File: src/rtl/uart_field_bridge.sv
// Avalon-MM master that polls the RS-232 UART, gathers fixed-length fields,
// runs a start/finished core, then streams its result out. Option: CORE_TIMEOUT_EN.
module uart_field_bridge #(
    parameter int FIELD_BYTES    = 32,
    parameter int NUM_FIELDS     = 3,
    parameter int KEY_FIELDS     = 2,
    parameter int RESULT_BYTES   = 31,
    parameter int TIMEOUT_CYCLES = 1000000
) (
    input  logic                              avm_clk,
    input  logic                              avm_rst,
    output logic [4:0]                        avm_address,
    output logic                              avm_read,
    input  logic [31:0]                       avm_readdata,
    output logic                              avm_write,
    output logic [31:0]                       avm_writedata,
    input  logic                              avm_waitrequest,
    output logic [NUM_FIELDS*FIELD_BYTES*8-1:0] o_fields,
    output logic                              o_start,
    input  logic [FIELD_BYTES*8-1:0]          i_result,
    input  logic                              i_finished,
    output logic                              o_busy,
    output logic                              o_timeout
);
    localparam int FW = FIELD_BYTES * 8;
    localparam int IW = $clog2(NUM_FIELDS + 1);
    localparam int BW = $clog2(FIELD_BYTES + 1);
    localparam int TW = $clog2(RESULT_BYTES + 1);
    localparam int SH = (FIELD_BYTES - RESULT_BYTES) * 8;
    localparam logic [4:0] A_RX = 5'd0;
    localparam logic [4:0] A_TX = 5'd4;
    localparam logic [4:0] A_ST = 5'd8;

    typedef enum logic [2:0] {
        POLL_RX, READ_RX, START, WAIT_CORE, POLL_TX, WRITE_TX
    } state_t;

    state_t                   state, state_d;
    logic [IW-1:0]            field_idx, field_idx_d, fsel;
    logic [BW-1:0]            byte_cnt, byte_cnt_d;
    logic [TW-1:0]            tx_cnt, tx_cnt_d;
    logic [FW-1:0]            tx_sr, tx_sr_d, cur_field;
    logic [NUM_FIELDS*FW-1:0] fields_d;
    logic                     rd_ok, wr_ok, expired;
    logic                     read_d, write_d, start_d, busy_d;
    logic [4:0]               addr_d;
    logic [31:0]              wdata_d;
    logic                     unused_rdata;

    assign rd_ok = avm_read && !avm_waitrequest;
    assign wr_ok = avm_write && !avm_waitrequest;
    assign unused_rdata = ^{avm_readdata[31:8], avm_readdata[5:0]};

`ifdef CORE_TIMEOUT_EN
    localparam int CW = $clog2(TIMEOUT_CYCLES + 1);
    logic [CW-1:0] wd_cnt;

    always_ff @(posedge avm_clk or posedge avm_rst) begin
        if (avm_rst)
            wd_cnt <= '0;
        else if (state != WAIT_CORE)
            wd_cnt <= '0;
        else
            wd_cnt <= wd_cnt + 1'b1;
    end

    assign expired = (state == WAIT_CORE) && !i_finished &&
                     (wd_cnt == CW'(TIMEOUT_CYCLES - 1));
`else
    logic unused_timeout;
    assign unused_timeout = (TIMEOUT_CYCLES != 0);
    assign expired = 1'b0;
`endif

    always_ff @(posedge avm_clk or posedge avm_rst) begin
        if (avm_rst) begin
            state         <= POLL_RX;
            field_idx     <= '0;
            byte_cnt      <= '0;
            tx_cnt        <= '0;
            tx_sr         <= '0;
            o_fields      <= '0;
            avm_read      <= 1'b1;
            avm_address   <= A_ST;
            avm_write     <= 1'b0;
            avm_writedata <= '0;
            o_start       <= 1'b0;
            o_busy        <= 1'b0;
            o_timeout     <= 1'b0;
        end else begin
            state         <= state_d;
            field_idx     <= field_idx_d;
            byte_cnt      <= byte_cnt_d;
            tx_cnt        <= tx_cnt_d;
            tx_sr         <= tx_sr_d;
            o_fields      <= fields_d;
            avm_read      <= read_d;
            avm_address   <= addr_d;
            avm_write     <= write_d;
            avm_writedata <= wdata_d;
            o_start       <= start_d;
            o_busy        <= busy_d;
            o_timeout     <= expired;
        end
    end

    // field_idx sits at NUM_FIELDS while the core runs; keep the slice in range
    assign fsel = (field_idx < IW'(NUM_FIELDS)) ? field_idx : '0;
    assign cur_field = o_fields[int'(fsel)*FW +: FW];

    always_comb begin
        state_d     = state;
        field_idx_d = field_idx;
        byte_cnt_d  = byte_cnt;
        tx_cnt_d    = tx_cnt;
        tx_sr_d     = tx_sr;
        fields_d    = o_fields;
        unique case (state)
            POLL_RX: begin
                if (rd_ok && avm_readdata[7])
                    state_d = READ_RX;
            end
            READ_RX: begin
                if (rd_ok) begin
                    fields_d[int'(fsel)*FW +: FW] =
                        (cur_field << 8) | FW'(avm_readdata[7:0]);
                    state_d = POLL_RX;
                    if (byte_cnt == BW'(FIELD_BYTES - 1)) begin
                        byte_cnt_d  = '0;
                        field_idx_d = field_idx + 1'b1;
                        if (field_idx == IW'(NUM_FIELDS - 1))
                            state_d = START;
                    end else begin
                        byte_cnt_d = byte_cnt + 1'b1;
                    end
                end
            end
            START: state_d = WAIT_CORE;
            WAIT_CORE: begin
                if (i_finished) begin
                    tx_sr_d  = i_result << SH;
                    tx_cnt_d = '0;
                    state_d  = POLL_TX;
                end else if (expired) begin
                    tx_sr_d  = '1;
                    tx_cnt_d = '0;
                    state_d  = POLL_TX;
                end
            end
            POLL_TX: begin
                if (rd_ok && avm_readdata[6])
                    state_d = WRITE_TX;
            end
            WRITE_TX: begin
                if (wr_ok) begin
                    tx_cnt_d = tx_cnt + 1'b1;
                    tx_sr_d  = tx_sr << 8;
                    if (tx_cnt == TW'(RESULT_BYTES - 1)) begin
                        field_idx_d = IW'(KEY_FIELDS);
                        byte_cnt_d  = '0;
                        state_d     = POLL_RX;
                    end else begin
                        state_d = POLL_TX;
                    end
                end
            end
            default: state_d = POLL_RX;
        endcase
    end

    // Bus strobes for the next cycle; a received byte leaves one idle cycle
    always_comb begin
        read_d  = 1'b0;
        write_d = 1'b0;
        addr_d  = A_ST;
        wdata_d = avm_writedata;
        start_d = 1'b0;
        busy_d  = 1'b0;
        unique case (state_d)
            POLL_RX: read_d = (state != READ_RX);
            READ_RX: begin
                read_d = 1'b1;
                addr_d = A_RX;
            end
            START: begin
                start_d = 1'b1;
                busy_d  = 1'b1;
            end
            WAIT_CORE: busy_d = 1'b1;
            POLL_TX: begin
                read_d = 1'b1;
                busy_d = 1'b1;
            end
            WRITE_TX: begin
                write_d = 1'b1;
                addr_d  = A_TX;
                busy_d  = 1'b1;
                wdata_d = {24'h0, tx_sr_d[FW-1 -: 8]};
            end
            default: ;
        endcase
    end
endmodule

File: config.mk
export PLATFORM = sky130hd
export DESIGN_NAME = uart_field_bridge
export DESIGN_NICKNAME = d
export VERILOG_FILES = /design/src/rtl/uart_field_bridge.sv
export SDC_FILE = /design/constraint.sdc
export NUM_CORES = 2
export LEC_CHECK = 0
export BUFFER_PORTS_ARGS = -buffer_cell sky130_fd_sc_hd__buf_2
export CAP_MARGIN = 20
export CORE_AREA = 2 2 423 425
export CTS_BUF_LIST = sky130_fd_sc_hd__clkbuf_8
export CTS_CLUSTER_DIAMETER = 30
export DETAILED_ROUTE_END_ITERATION = 16
export DIE_AREA = 0 0 425 427
export SLEW_MARGIN = 20
export SYNTH_ARGS = -nofsm -noshare
export SYNTH_HDL_FRONTEND = slang
export SYNTH_SLANG_ARGS = --single-unit
File: constraint.sdc
create_clock -name avm_clk -period 89.7 [get_ports avm_clk]
set_input_delay 8.97 -clock avm_clk [delete_from_list [all_inputs] [get_ports avm_clk]]
set_output_delay 8.97 -clock avm_clk [all_outputs]
set_load 0.01 [all_outputs]
==> results.txt <==
The flow ran to the end, and the final reports show no timing, DRC or antenna violations. Counting along the longest clock path gives a buffer depth of 4. In this run the worst hold path is classified as reg -> reg. The slowest library cell on the worst path is buf_4.

The count of input and output buffers came out at around 1000. The largest total area in the synthesized netlist belongs to dfrtp_1. By count the netlist is led by nand2_1 (1509), dfrtp_1 (1043), o31ai_1 (500), o21ai_0 (276), clkbuf_1 (256).

The I/O pin count came out at roughly 1100. The area growth from synthesis to layout is 30.30%. The worst-case IR drop observed on VDD is approximately 0.019 mV. The number of levels the H-tree was split into is 5. The number of setup buffers added after CTS came out at 0. STA classifies the critical path startpoint as an input pin. The total power density per cell area is around 27 mW/mm2. The total of max-cap violations came out at 0. The worst path in the final design needs a cycle of roughly 13000 ps, including I/O delays and setup. The max-slew violation total from the final report came out at 0. For this block, the via count after detailed routing is between 30000 and 40000.

The synthesized design contains 0 enable-type register cells. The post-CTS resize count came out at 0. The post-synthesis async set-or-reset flop share came out at 100.0%.

The cell area that synthesis handed to floorplanning was ~0.044 mm2. The tree is rooted in a clkbuf_8. The clock slew seen by the registers of the worst setup and hold paths is roughly 50 ps. The category of cells accounting for the largest share of critical-path delay is buffers and inverters. The post-synthesis register bit count is approximately 1000. TritonCTS created around 280 clock buffers. The share of the Yosys chip area taken by registers is about three fifths. In this design, the critical path's most frequently occurring cell is buf_4. The worst setup path is captured at an asynchronous set/reset pin. The source of the critical timing path is avm_rst. The share of synthesized area in the top cell type comes to approximately 60%. TritonCTS built the clock tree. After the first detailed-routing iteration, the DRC count stood at around 3100.

The first detailed-routing pass ran for 5 iterations. At the end of routability-driven placement, the weighted congestion stood at ~0.91. Synthesis produced a netlist whose cell count is between 4000 and 5000. The HPWL after detailed placement is approximately 110000 um.

In the final timing run, aggregate negative setup slack is 0 ps. Walking the worst path, the cells encountered are buf_2 -> inv_8 -> buf_12 -> buf_4 -> buf_4 -> buf_4 -> buf_6. The hold violation total from the final report is 0. The overall die area is 0.1815 mm2. After synthesis, the mean cell area works out to 10.13 um2. The maximum number of pins on one net before global-route repair is 269.

The count of final setup violators came out at 0. The number of library cell types mapped by synthesis came out at around 50. The net count of the finished layout is 5636. The clock reaches the later pin of the worst-skew pair after 1020 ps. The data required time of the worst path came out at between 90000 and 100000 ps. The number of antenna-violating nets in the routed design came out at 0. The starting density of the core came out at between 20% and 30%. The via count of the first global-routing pass came out at 35130. The highest achievable clock rate is between 0.07 and 0.08 GHz. For this run, the slowest stage of the critical path takes between 800 and 900 ps.

Setup repair after global routing left no endpoint under its margin. The arrival time of the worst setup path came out at 13900 ps. The worst setup margin is approximately 77000 ps.

The wire length after detailed routing came out at ~160000 um. The number of cell rows is 155. The pre-CTS setup slack is between 70000 and 80000 ps. The total core area came out at 0.1773 mm2. The total DRC errors in the routed layout is 0. Along the worst path, the maximum fanout reaches ~160. The floorplan step set the die height to between 400 and 500 um. The worst setup path is of the in -> async kind. The share of the core filled with cells came out at 32.24%.

The number of sinks handled by clock tree synthesis came out at ~1000. The number of hold-repair buffers added at the cts stage is 0. In this run the critical register-to-register path is launched from field_idx[1]$_DFFE_PP0P_. Across the routed clock network, the largest skew measured is around 77 ps.

The total grt overflow is 0. The layout filler cell count came out at 18340. In this run the most critical hold path is launched from tx_sr[108]$_DFFE_PP0P_. Headroom to the max-slew limit came out at 8.158%. The horizontal die dimension came out at between 400 and 500 um.

The initial antenna violation count came out at 26. The final period utilization came out at between 10% and 20%. The routed length per placed instance came out at between 20 and 25 um. The leakage dissipation came out at about 28 nW. By area the synthesized netlist is led by dfrtp_1 (60%), nand2_1 (13%), o31ai_1 (8.6%). For this run, the leading register cell type out of synthesis is dfrtp_1.

The Yosys warning count is 0. The slew at the pin with the worst max-slew slack came out at 1378 ps. The critical path contains buffers and inverters numbering 7 combined. The most instantiated library cell after synthesis is nand2_1. The proportion of layout cells with a drive suffix above 1 came out at 28.10%.

The first global-routing pass estimated about 230000 um of wire. The total track usage is between 10% and 20%. Using the TritonRoute via totals, the vias-per-cell ratio works out to between 4 and 5.
-- sequential cells by signal, indices dropped and copies added, names as in the netlist --
register       count
o_fields         768
tx_sr            248
avm_writedata      8
byte_cnt           6
tx_cnt             5
state              3
avm_address        2
field_idx          2
avm_read           1
o_busy             1
o_start            1
-- where the power goes --
part / switching [mW] / leakage, nW / internal (mW)
Clock: 0.245 / 3.30 / 0.431
Combinational: 0.194 / 10.1 / 0.0672
Sequential: 0.0439 / 14.3 / 0.536
Total: 0.483 / 27.7 / 1.03
-- metrics by stage --
step	instance area, um2	hold WS [ps]	total power, mW	std cells
4_1_cts	57080	466.0	1.533	7887
2_1_floorplan	43960	439.1	0.7476	4358
5_1_grt	57140	478.5	1.590	7899
6_report	57150	463.1	1.517	7901
3_5_place_dp	50920	455.9	0.8498	7407
3_3_place_gp	50920	449.7	0.8438	7407
-- worst paths after layout --
check / cells after the start / slack [ps] / endpoint
worst min-delay path: 2 / 460 / tx_sr[108]$_DFFE_PP0P_
worst max-delay path: 7 / 76850 / o_fields[126]$_DFFE_PP0P_
worst min register to register: 2 / 460 / tx_sr[108]$_DFFE_PP0P_
worst max register to register: 10 / 84700 / o_fields[472]$_DFFE_PP0P_
max in group avm_clk: 8 / 78280 / tx_sr[112]$_DFFE_PP0P_
min in group asynchronous: 2 / 8080 / tx_sr[204]$_DFFE_PP0P_
-- placed cells by master (no fill, tap or decap), drive strengths merged, types with 28 or more instances in the layout --
cell type / Yosys / routed
o21ai: 277 / 277
bufinv: 0 / 32
nand2: 1509 / 1509
a22oi: 232 / 232
inv: 11 / 58
conb: 1 / 28
buf: 142 / 1093
clkbuf: 256 / 336
clkinv: 0 / 44
mux2i: 250 / 250
dfrtp: 1043 / 1043
o31ai: 500 / 500
-- cells by family (layout without fill, tap and decap cells) --
| kind of cell | after synthesis | count (layout) | share of synthesized area, % |
|---|---|---|---|
| xor+xnor | 1 | 1 | 0.01997 |
| fa+ha+maj | 7 | 7 | 0.1997 |
| simple gates | 1568 | 1568 | 13.77 |
| other cells | 1 | 41 | 0.008550 |
| mux | 262 | 262 | 6.013 |
| compound gates | 1038 | 1038 | 16.30 |
| flops | 1045 | 1045 | 59.63 |
| buf+inv | 409 | 1584 | 4.062 |
-- worst min-delay path, delay by kind of cell, from the launching register on --
kind	cells	cell delay, ps
flip-flops	1	340
AND/OR/NAND/NOR	2	90
-- metal layers --
metal	part of all wire (%)	track usage, %
met1	40	20.11
met3	7.0	4.911
met5	0.10	0
met4	4.8	8.783
met2	49	26.81
-- area by class of cell --
class	count	area, um2	area share [%]
Tap cell	2355	2947	5.156
Antenna cell	13	32.53	0.05692
Multi-Input combinational cell	2904	16080	28.14
Timing Repair Buffer	1093	5724	10.02
Clock inverter	144	1540	2.695
Inverter	11	48.80	0.08539
Clock buffer	336	4624	8.092
Sequential cell	1045	26150	45.76
Power figures use the tool's default switching activity.
